--- config.mk ---
export PLATFORM = sky130hd
export DESIGN_NAME = pipeline_stall_ctrl
export DESIGN_NICKNAME = d
export VERILOG_FILES = /design/src/rtl/pipeline_stall_ctrl.sv
export SDC_FILE = /design/constraint.sdc
export NUM_CORES = 1
export LEC_CHECK = 0
export ABC_AREA = 1
export BUFFER_PORTS_ARGS = -buffer_cell sky130_fd_sc_hd__buf_4
export CORE_AREA = 2 2 85 87
export CTS_CLUSTER_DIAMETER = 40
export DETAILED_ROUTE_END_ITERATION = 8
export DIE_AREA = 0 0 87 89
export GPL_TIMING_DRIVEN = 0
export HOLD_SLACK_MARGIN = 0.12
export SYNTH_ARGS = -nofsm -noshare
export SYNTH_HDL_FRONTEND = slang
export SYNTH_SLANG_ARGS = --single-unit
--- constraint.sdc ---
create_clock -name clk -period 4.2 [get_ports clk]
set_input_delay 0.21 -clock clk [delete_from_list [all_inputs] [get_ports clk]]
set_output_delay 0.21 -clock clk [all_outputs]
set_load 0.01 [all_outputs]
--- src/rtl/pipeline_stall_ctrl.sv ---
// Stall/flush sequencer for a 5-stage in-order pipeline: arbitrates memory wait,
// EX redirect and load-use hazards into one consistent set of stage enables.
module pipeline_stall_ctrl #(
  parameter int CNT_W  = 16,
  parameter int TO_W   = 8,
  parameter int MEM_TO = 200
) (
  input  logic             clk,
  input  logic             rst_n,
  input  logic             load_hazard,
  input  logic             redirect,
  input  logic             mem_req,
  input  logic             mem_ready,
  output logic             pc_we,
  output logic             ifid_we,
  output logic             ifid_flush,
  output logic             idex_bubble,
  output logic             exmem_we,
  output logic             memwb_bubble,
  output logic             mem_timeout,
  output logic [CNT_W-1:0] stall_cnt,
  output logic [CNT_W-1:0] flush_cnt
);

  typedef enum logic [1:0] {
    START    = 2'd0,
    RUN      = 2'd1,
    MEM_WAIT = 2'd2,
    ERROR    = 2'd3
  } state_t;

  localparam logic [TO_W:0]    TO_LIM  = (TO_W+1)'(MEM_TO);
  localparam logic [CNT_W-1:0] CNT_MAX = {CNT_W{1'b1}};

  state_t          state;
  state_t          state_nxt;
  logic [TO_W-1:0] wait_cnt;
  logic [TO_W-1:0] wait_nxt;
  logic [TO_W:0]   wait_inc;
  logic            flush_evt;
  logic            freeze;

  assign wait_inc = {1'b0, wait_cnt} + {{TO_W{1'b0}}, 1'b1};

  // Next-state and control decode; memory freeze outranks redirect, which outranks load-use
  always_comb begin
    pc_we        = 1'b0;
    ifid_we      = 1'b0;
    ifid_flush   = 1'b0;
    idex_bubble  = 1'b0;
    exmem_we     = 1'b0;
    memwb_bubble = 1'b0;
    flush_evt    = 1'b0;
    state_nxt    = state;
    wait_nxt     = wait_cnt;
    freeze       = 1'b0;
    case (state)
      START: begin
        ifid_flush   = 1'b1;
        idex_bubble  = 1'b1;
        memwb_bubble = 1'b1;
        state_nxt    = RUN;
        wait_nxt     = {TO_W{1'b0}};
      end
      RUN, MEM_WAIT: begin
        if (state == RUN) begin
          freeze = mem_req & ~mem_ready;
        end else begin
          freeze = ~mem_ready;
        end
        if (freeze) begin
          memwb_bubble = 1'b1;
          if (state == RUN) begin
            state_nxt = MEM_WAIT;
            wait_nxt  = {{(TO_W-1){1'b0}}, 1'b1};
          end else if (wait_inc >= TO_LIM) begin
            state_nxt = ERROR;
            wait_nxt  = wait_inc[TO_W-1:0];
          end else begin
            state_nxt = MEM_WAIT;
            wait_nxt  = wait_inc[TO_W-1:0];
          end
        end else begin
          state_nxt = RUN;
          wait_nxt  = {TO_W{1'b0}};
          // A redirect flushes the ID instruction, so its load-use hazard is moot
          if (redirect) begin
            pc_we       = 1'b1;
            ifid_we     = 1'b1;
            ifid_flush  = 1'b1;
            idex_bubble = 1'b1;
            exmem_we    = 1'b1;
            flush_evt   = 1'b1;
          end else if (load_hazard) begin
            idex_bubble = 1'b1;
            exmem_we    = 1'b1;
          end else begin
            pc_we    = 1'b1;
            ifid_we  = 1'b1;
            exmem_we = 1'b1;
          end
        end
      end
      ERROR: begin
        ifid_flush   = 1'b1;
        idex_bubble  = 1'b1;
        memwb_bubble = 1'b1;
        state_nxt    = ERROR;
      end
      default: begin
        ifid_flush   = 1'b1;
        idex_bubble  = 1'b1;
        memwb_bubble = 1'b1;
        state_nxt    = START;
        wait_nxt     = {TO_W{1'b0}};
      end
    endcase
  end

  // State, wait timer, sticky timeout flag and saturating event counters
  always_ff @(posedge clk or negedge rst_n) begin
    if (!rst_n) begin
      state       <= START;
      wait_cnt    <= {TO_W{1'b0}};
      mem_timeout <= 1'b0;
      stall_cnt   <= {CNT_W{1'b0}};
      flush_cnt   <= {CNT_W{1'b0}};
    end else begin
      state       <= state_nxt;
      wait_cnt    <= wait_nxt;
      mem_timeout <= mem_timeout | (state_nxt == ERROR);
      if ((state != START) && !pc_we && (stall_cnt != CNT_MAX)) begin
        stall_cnt <= stall_cnt + {{(CNT_W-1){1'b0}}, 1'b1};
      end
      if (flush_evt && (flush_cnt != CNT_MAX)) begin
        flush_cnt <= flush_cnt + {{(CNT_W-1){1'b0}}, 1'b1};
      end
    end
  end

endmodule

Word-level counts from Yosys, hierarchy flattened:

Cells that the tools add are included.

* bits in registers: 43
* input port bits: 6

* $add $sub $neg: 3
* magnitude comparators: 1
* equality and inequality tests: 6
* multiplexer cells: 25
* bitwise operators: 3
* reductions and logical operators: 9

Operators by type and width (number)
* $add 16x1->16 const B: 2
* $ne 16x16->1 const B: 2
* $mux 1: 17
* $mux 8: 2
* $pmux 8 s2: 1
* $add 8x1->9 const B: 1
* $ge 9x8->1 const B: 1
* $eq 2x2->1 const B: 3
* $pmux 1 s2: 3
* $pmux 2 s3: 1
* $reduce_bool 2->1: 2
* $reduce_or 2->1: 2
* $logic_and 1x1->1: 3
* $eq 2x1->1 const B: 1
* $logic_not 2->1: 1
* $mux 2: 1
* $and 1x1->1: 1
* $logic_not 1->1: 1
* $not 1->1: 1
* $or 1x1->1: 1

Longest topological paths before layout:

Gate-level depths: netlist (run 1).

* depth after elaboration: 9
* depth in mapped cells: 14

Worst setup path before layout (run 1):

OpenSTA, ideal clock, no wires.

* kind: flip-flop to flip-flop
* from: register state[0]
* to: register stall_cnt[5]
* library setup time: 0.117 ns
* arrival time: 1.654 ns
* data required time: 4.083 ns
* path slack: 2.429 ns
* stages on the path, launching flop included: 13
* clock period less this slack: 1.771 ns
* cell sequence: dfrtp_1 > inv_1 > ha_1 > inv_2 > nor2_4 > nand2_1 > inv_2 > or2_1 > nor2_4 > buf_6 > nand2_1 > nand2_1 > nand2_1

* word-level cells in the longest chain between the ends: 8
* elaborated cells between the ends (all ways): 11
* classes of those cells: 2 x eq/ne; 4 x mux; 5 x reduce/logical

Ends and longest elaborated chain
* start: declaration: line 35 `state_t state;`
* start signal: assignment: line 129 `state <= state_nxt;`
* $eq 2x1->1
* $mux 1: line 66 `if (state == RUN) begin`
* $mux 1: line 57 `case (state)`
* $mux 1
* $mux 1 *
* via ifid_we: line 15 `output logic ifid_we,`
* $logic_not 1->1 *: line 132 `if ((state != START) && !pc_we && (stall_cnt != CNT_MAX)) begin`
* $logic_and 1x1->1 * (2 in series): line 132
* end signal: assignment: line 126 `stall_cnt <= {CNT_W{1'b0}};`
* end signal: assignment: line 133 `stall_cnt <= stall_cnt + {{(CNT_W-1){1'b0}}, 1'b1};`
* end: declaration: line 21 `output logic [CNT_W-1:0] stall_cnt,`

Mark *: on every way through the listed nets, which the timed path passes. The rest lies on a longest branch. The select of a mux whose other input is x is not followed.
A chain may end at the register's enable or synchronous reset.

Worst setup path in the final report (run 1):

* from: register state[1]
* to: output pc_we

* word-level cells in the longest chain between the ends: 5
* elaborated cells between the ends (all ways): 7
* classes of those cells: 2 x eq/ne; 4 x mux; 1 x reduce/logical

Ends and longest elaborated chain
* $eq 2x1->1: line 57, 66
* $mux 1: line 66
* $mux 1: line 57
* $mux 1: line 71 `if (freeze) begin`
* $mux 1 *: line 57
* end: declaration: line 14 `output logic pc_we,`

Mark *: on every way between the ends. The rest lies on a longest branch, timed or not. The select of a mux whose other input is x is not followed.

==> results of run 1 <==
[layout make-up]
cell class / count / area share [%]
multi-input cells: 238 / 41.00
flip-flops and latches: 43 / 33.94
repair buffers: 45 / 10.73
inverters: 56 / 6.709
well taps: 80 / 3.157
clock buffers: 7 / 2.407
plain buffers: 6 / 1.894
clock inverters: 1 / 0.1579
[final timing paths]
kind,from,to,slack (ns),cells after the start
setup / recovery,state[1],pc_we,2.24,10
hold / removal,mem_ready,wait_cnt[2],0.19,4
setup reg to reg,state[0],stall_cnt[5],2.28,12
hold reg to reg,mem_timeout,mem_timeout,0.48,2
max in group asynchronous,rst_n,stall_cnt[12],3.38,2
min in group asynchronous,rst_n,flush_cnt[3],0.44,2
[cells by family after synthesis]
| logic type | synth area share (%) |
|---|---|
| adders and majority gates | 3.779 |
| buffers and inverters | 10.30 |
| DFF | 40.62 |
| AOI/OAI and AO/OA | 8.314 |
| and+or+nand+nor | 29.38 |
| xor gates and xnor gates | 7.605 |
[critical path, delay by kind of cell (launching register included)]
kind	cells	cell delay, ns
adders and majority gates	1	0.20
AOI/OAI and AO/OA	1	0.15
buffers and inverters	6	0.50
and+or+nand+nor	2	0.18
DFF	1	0.41
[report_power, final]
group / internal, mW / switching (mW)
combinational: 0.150 / 0.195
sequential: 0.470 / 0.0673
clock: 0.117 / 0.147
[state kept, by name, summed over array words and instances (netlist names)]
| name | cells |
|---|---|
| state | 2 |
| wait_cnt | 8 |
| stall_cnt | 16 |
| mem_timeout | 1 |
| flush_cnt | 16 |
[cell usage in the layout (no fill, tap or decap), types with 3 or more instances in the layout]
cell	netlist	layout
a21oi_1	3	3
buf_4	2	46
buf_6	4	4
clkbuf_8	0	5
dfrtp_1	43	43
ha_1	8	8
inv_1	42	42
inv_2	12	12
nand2_1	90	90
nand2_2	5	5
nand3_1	26	26
nand4_1	5	5
nor2_1	16	16
nor3_1	14	14
nor3_2	3	3
nor4_1	3	3
o21ai_0	8	8
o21ai_1	12	12
o21ai_2	7	7
o22ai_1	6	6
xnor2_1	4	4
xor2_1	19	19
[metrics by stage]
| stage | std cells | worst slack, ns |
|---|---|---|
| CTS | 476 | 2.213 |
| floorplan | 343 | 2.429 |
| detailed placement | 467 | 2.282 |
| finish | 476 | 2.243 |
| global route | 476 | 2.065 |
| global placement | 467 | 2.328 |
[Yosys cell counts, drive strengths merged]
cell    count  area, µm²
o22ai       6      37.54
nor4        3      18.77
nor3       17      100.1
o21ai      27      161.4
buf         6      60.05
inv        55      209.0
xor2       19      166.4
or2         1      6.260
a31oi       1      6.260
nor2       19      88.84
ha          8      100.1
nand3b      2      15.01
nand4       5      31.28
nand3      26      130.1
nand2      96      380.4
a21oi       3      15.01
nor3b       1      7.510
clkinv      1      3.750
xnor2       4      35.03
dfrtp      43       1076
[metal layers]
metal	track usage, %	up-vias	wire length [µm]
met5	0	-	0
met4	5.398	0	81
met3	3.324	6	248
met2	25.68	53	2747
met1	22.85	1090	2884
li1	-	1198	-
==> results.sh, run 1 <==
export IMPL_vdd_drop_max_v=0.0002878
export IMPL_dpl_hpwl_um=4430
export IMPL_worst_setup_path_start_kind="register"
export IMPL_drv_cap=0
export IMPL_layout_drive_gt1_share_pct=22.22
export IMPL_cp_slowest_cell="dfrtp_1"
export IMPL_holdWs_ns=0.1941
export IMPL_cts_buffers=5
export IMPL_seqCellArea_um2=1076
export IMPL_dr_pass1_iters=4
export IMPL_final_nets=409
export IMPL_cts_sinks=43
export IMPL_multi_input_area_um2=1300
export IMPL_drcViolationCount=0
export IMPL_crit_arrival_ns=1.75
export IMPL_cpPeakStageDelay_ns=0.41
export IMPL_n_fill_cell=677
export IMPL_fin_area_um2=3171
export IMPL_grt_pass1_vias=2128
export IMPL_max_freq_mhz=511.0
export IMPL_num_rows=30
export IMPL_synth_cell_types=30
export IMPL_final_core_util_pct=47.19
export IMPL_drt_iter0_drc=108
export IMPL_die_w_um=87
export IMPL_final_antenna_net_count=0
export IMPL_place_congestion=0.8180
export IMPL_finalPower_mw=1.146
export IMPL_syn_area_um2=2649
export IMPL_final_setup_skew_ns=0.008606
export IMPL_synth_seq_cells=43
export IMPL_grt_pass1_wl_um=10010
export IMPL_crit_path_end_kind="output port"
export IMPL_crit_type="reg2out"
export IMPL_syn_inst=343
export IMPL_start_util_pct=39.42
export IMPL_cts_hold_fix_buffers=1
export IMPL_clk_pin_slew_ns=0.09
export IMPL_wl_per_cell_um=12.52
export IMPL_area_growth_synth_to_final_pct=19.70
export IMPL_worst_slew_margin_rel_pct=62.78
export IMPL_hold_viol=0
export IMPL_tightest_slew_ns=0.5582
export IMPL_power_density_nw_per_um2=361.5
export IMPL_min_period_ns=1.957
export IMPL_ys_seq_area_share_pct=40.62
export IMPL_finalSetupViolCount=0
export IMPL_syn_nets=357
export IMPL_clock_root_buffer="clkbuf_8"
export IMPL_p_leak_nw=1.628
export IMPL_core_um2=6719
export IMPL_yosysWarnings=0
export IMPL_die_h_um=89
export IMPL_syn_avg_cell_area_um2=7.722
export IMPL_port_buffers=44
export IMPL_grt_overflow_total=0
export IMPL_rsz0062_at_grt="no"
export IMPL_worstSkewPairLatency_ns=0.30
export IMPL_maxSlewViolCount=0
export IMPL_via_count=2347
export IMPL_min_period_over_period_pct=46.59
export IMPL_h_tree_depth=2
export IMPL_min_delay_path_class="in2reg"
export IMPL_dieArea_um2=7743
export IMPL_routed_wl_um=5961
export IMPL_crit_path_max_fanout=4
export IMPL_postPlaceCellArea_um2=3079
export IMPL_cts_buffer_depth=2
export IMPL_grt_use_total_pct=16.42
export IMPL_cp_cell_sequence="inv_1 -> ha_1 -> inv_2 -> o21ai_2 -> inv_2 -> nor2_4 -> nand2_1 -> inv_2 -> buf_4 -> buf_4"
export IMPL_grt_start_max_net_pins=44
export IMPL_ctsResizeCount=0
export IMPL_drt_vias_per_instance=4.931
export IMPL_antenna_found_initial=0
export IMPL_cts_setup_buffers=0
export IMPL_cp_common_cell="inv_2"
export IMPL_io_pins=45
export IMPL_tritoncts="yes"
export IMPL_status="finished, final reports clean"
export IMPL_setup_tns_final_ns=0
export IMPL_crit_required_ns=3.99
export IMPL_antenna_cells=0
No activity file was read; power rests on OpenSTA's default activity.
==> run 2: changes to the inputs <==
Clock period 4.2 ns to 1.9 ns, I/O delays scaled along.
==> run 2 against run 1 <==
Net effect: worst setup slack got worse by 2.2 ns; die area did not move; clock skew fell by 0.0010 ns; first-iteration DRC count fell by 3.7%; register-to-register slack got worse by 2.2 ns; sequential cell count did not move; sequential power rose by 120%; via count rose by 1.7%; core utilization rose by 2.0 points; sequential share of layout area fell by 1.3 points; hold slack improved by 0.084 ns; critical path type unchanged; design area rose by 4.2%.
==> results.sh, run 2 (synthesis gave the netlist of run 1 again) <==
export IMPL_status="finished, final reports clean"
export IMPL_setup_tns_final_ns=0
export IMPL_tightest_slew_ns=0.5608
export IMPL_num_rows=30
export IMPL_h_tree_depth=2
export IMPL_p_int_mw=1.631
export IMPL_reg2reg_depth=13
export IMPL_met1_usage_pct=22.96
export IMPL_grt_util_met3_pct=3.324
export IMPL_p_clk_share_pct=23.0
export IMPL_vdd_drop_max_v=0.0005476
export IMPL_drt_vias_per_instance=4.920
export IMPL_min_from="mem_req"
export IMPL_routed_wl_um=6198
export IMPL_finalSetupViolCount=0
export IMPL_via_count=2386
export IMPL_reg2reg_to="stall_cnt[5]"
export IMPL_final_nets=418
export IMPL_met2_usage_pct=25.75
export IMPL_crit_path_end_kind="output port"
export IMPL_drcViolationCount=0
export IMPL_rsz0062_at_grt="yes"
export IMPL_rr_startpoint="state[1]"
export IMPL_core_um2=6719
export IMPL_grt_use_total_pct=16.47
export IMPL_drv_cap=0
export IMPL_dieArea_um2=7743
export IMPL_clock_root_buffer="clkbuf_8"
export IMPL_drt_iter0_drc=104
export IMPL_final_cell_mix="88 x nand2_1, 54 x buf_4, 41 x dfrtp_1"
export IMPL_crit_path_max_fanout=4
export IMPL_whs_path_depth=5
export IMPL_cts_buffer_depth=2
export IMPL_start_util_pct=39.42
export IMPL_tritoncts="yes"
export IMPL_worst_setup_path_start_kind="register"
export IMPL_final_setup_skew_ns=0.007597
export IMPL_busiest_layer="met2"
export IMPL_io_pins=45
export IMPL_crit_type="reg2out"
export IMPL_dpl_hpwl_um=4430
export IMPL_grt_pass1_vias=2135
export IMPL_port_buffers=44
export IMPL_wl_per_cell_um=12.78
export IMPL_layout_drive_gt1_share_pct=26.17
export IMPL_cts_sinks=43
export IMPL_p_comb_share_pct=30.3
export IMPL_min_period_over_period_pct=95.51
export IMPL_worstSkewPairLatency_ns=0.30
export IMPL_die_h_um=89
export IMPL_clk_pin_slew_ns=0.09
export IMPL_min_delay_path_class="in2reg"
export IMPL_seqCellArea_um2=1079
export IMPL_crit_required_ns=1.80
export IMPL_final_antenna_net_count=0
export IMPL_antenna_cells=0
export IMPL_reg2reg_slack_ns=0.09
export IMPL_holdPathEnd="wait_cnt[0]"
export IMPL_p_seq_share_pct=46.7
export IMPL_grt_pass1_wl_um=10040
export IMPL_antenna_found_initial=0
export IMPL_die_w_um=87
export IMPL_power_density_nw_per_um2=769.2
export IMPL_holdWs_ns=0.2780
export IMPL_max_freq_mhz=551.0
export IMPL_maxSlewViolCount=0
export IMPL_reg_largest_list="flush_cnt x16, stall_cnt x16, wait_cnt x8"
export IMPL_dr_pass1_iters=4
export IMPL_place_congestion=0.8180
export IMPL_multi_input_area_um2=1353
export IMPL_p_switching_mw=0.9099
export IMPL_p_leak_nw=1.670
export IMPL_grt_overflow_total=0
export IMPL_cts_buffers=5
export IMPL_crit_arrival_ns=1.72
export IMPL_worst_slew_margin_rel_pct=62.61
export IMPL_switching_share_pct=35.81
export IMPL_hold_viol=0
export IMPL_area_growth_synth_to_final_pct=24.70
export IMPL_grt_start_max_net_pins=44
export IMPL_n_fill_cell=665
export IMPL_final_common_cell="nand2_1"
export IMPL_min_period_ns=1.815
-- run 2: changes by cell type in the layout (fill, tap and decap cells not counted), sizes merged --
cell,before,now
buf,50,58
dlygate4sd3,1,2
-- run 2: worst max path at each step --
stage	start	to	slack [ns]	depth (start not counted)
floorplan	state[0]	stall_cnt[5]	0.13	12
global placement	state[0]	stall_cnt[5]	0.03	12
detailed placement	state[0]	stall_cnt[5]	-0.02	12
CTS	state[0]	stall_cnt[5]	0.003	12
global route	state[1]	stall_cnt[5]	-0.01	13
finish	state[1]	pc_we	0.09	10
-- run 2: timing repair --
action,in CTS,in global routing
endpoints found under the hold margin,44,0
setup endpoints to repair,3,33
hold buffers,2,0
cloned,0,1
pin swaps,0,4
resized for setup,0,18
buffers inserted,1,6
-- run 2: power groups by stage --
stage	clock (mW)	combinational, mW	sequential (mW)
3_3_place_gp	0	0.751	1.20
5_1_grt	0.650	0.880	1.21
3_5_place_dp	0	0.758	1.20
6_report	0.585	0.769	1.19
2_1_floorplan	0	0.404	1.23
4_1_cts	0.602	0.770	1.19
-- run 2: per-layer routing --
metal | part of all wire, % | vias up
met3 | 3.5 | 8
met1 | 48 | 1118
met4 | 1.5 | 0
li1 | - | 1218
met5 | 0 | -
met2 | 47 | 42
-- run 2: per-stage QoR --
stage | power (mW) | setup WS, ns | cells | area, µm² | utilization [%]
floorplan | 1.635 | 0.1292 | 343 | 2649 | -
global placement | 1.955 | 0.02847 | 467 | 3079 | 45.83
detailed placement | 1.961 | -0.01810 | 467 | 3079 | 45.83
CTS | 2.558 | 0.002692 | 478 | 3188 | 47.45
global route | 2.736 | -0.01120 | 485 | 3303 | 49.16
finish | 2.541 | 0.08524 | 485 | 3303 | 49.16
-- run 2: area by class of cell --
| class | count | share of cell area [%] |
|---|---|---|
| multi-input combinational | 238 | 40.95 |
| sequential | 43 | 32.65 |
| tap | 80 | 3.030 |
| clock buffer | 7 | 2.311 |
| buffer | 6 | 1.818 |
| clock inverter | 1 | 0.1515 |
| inverter | 56 | 6.667 |
| timing repair buffer | 54 | 12.42 |
-- run 2: worst max-delay path, cell delays in order (launching register included) --
cell and delay, ns:
dfrtp_1 0.41, inv_2 0.12, ha_4 0.17, inv_4 0.03
o21ai_4 0.15, inv_4 0.07, nor2_4 0.13, nand2_2 0.06
inv_2 0.07, buf_4 0.10, buf_4 0.10
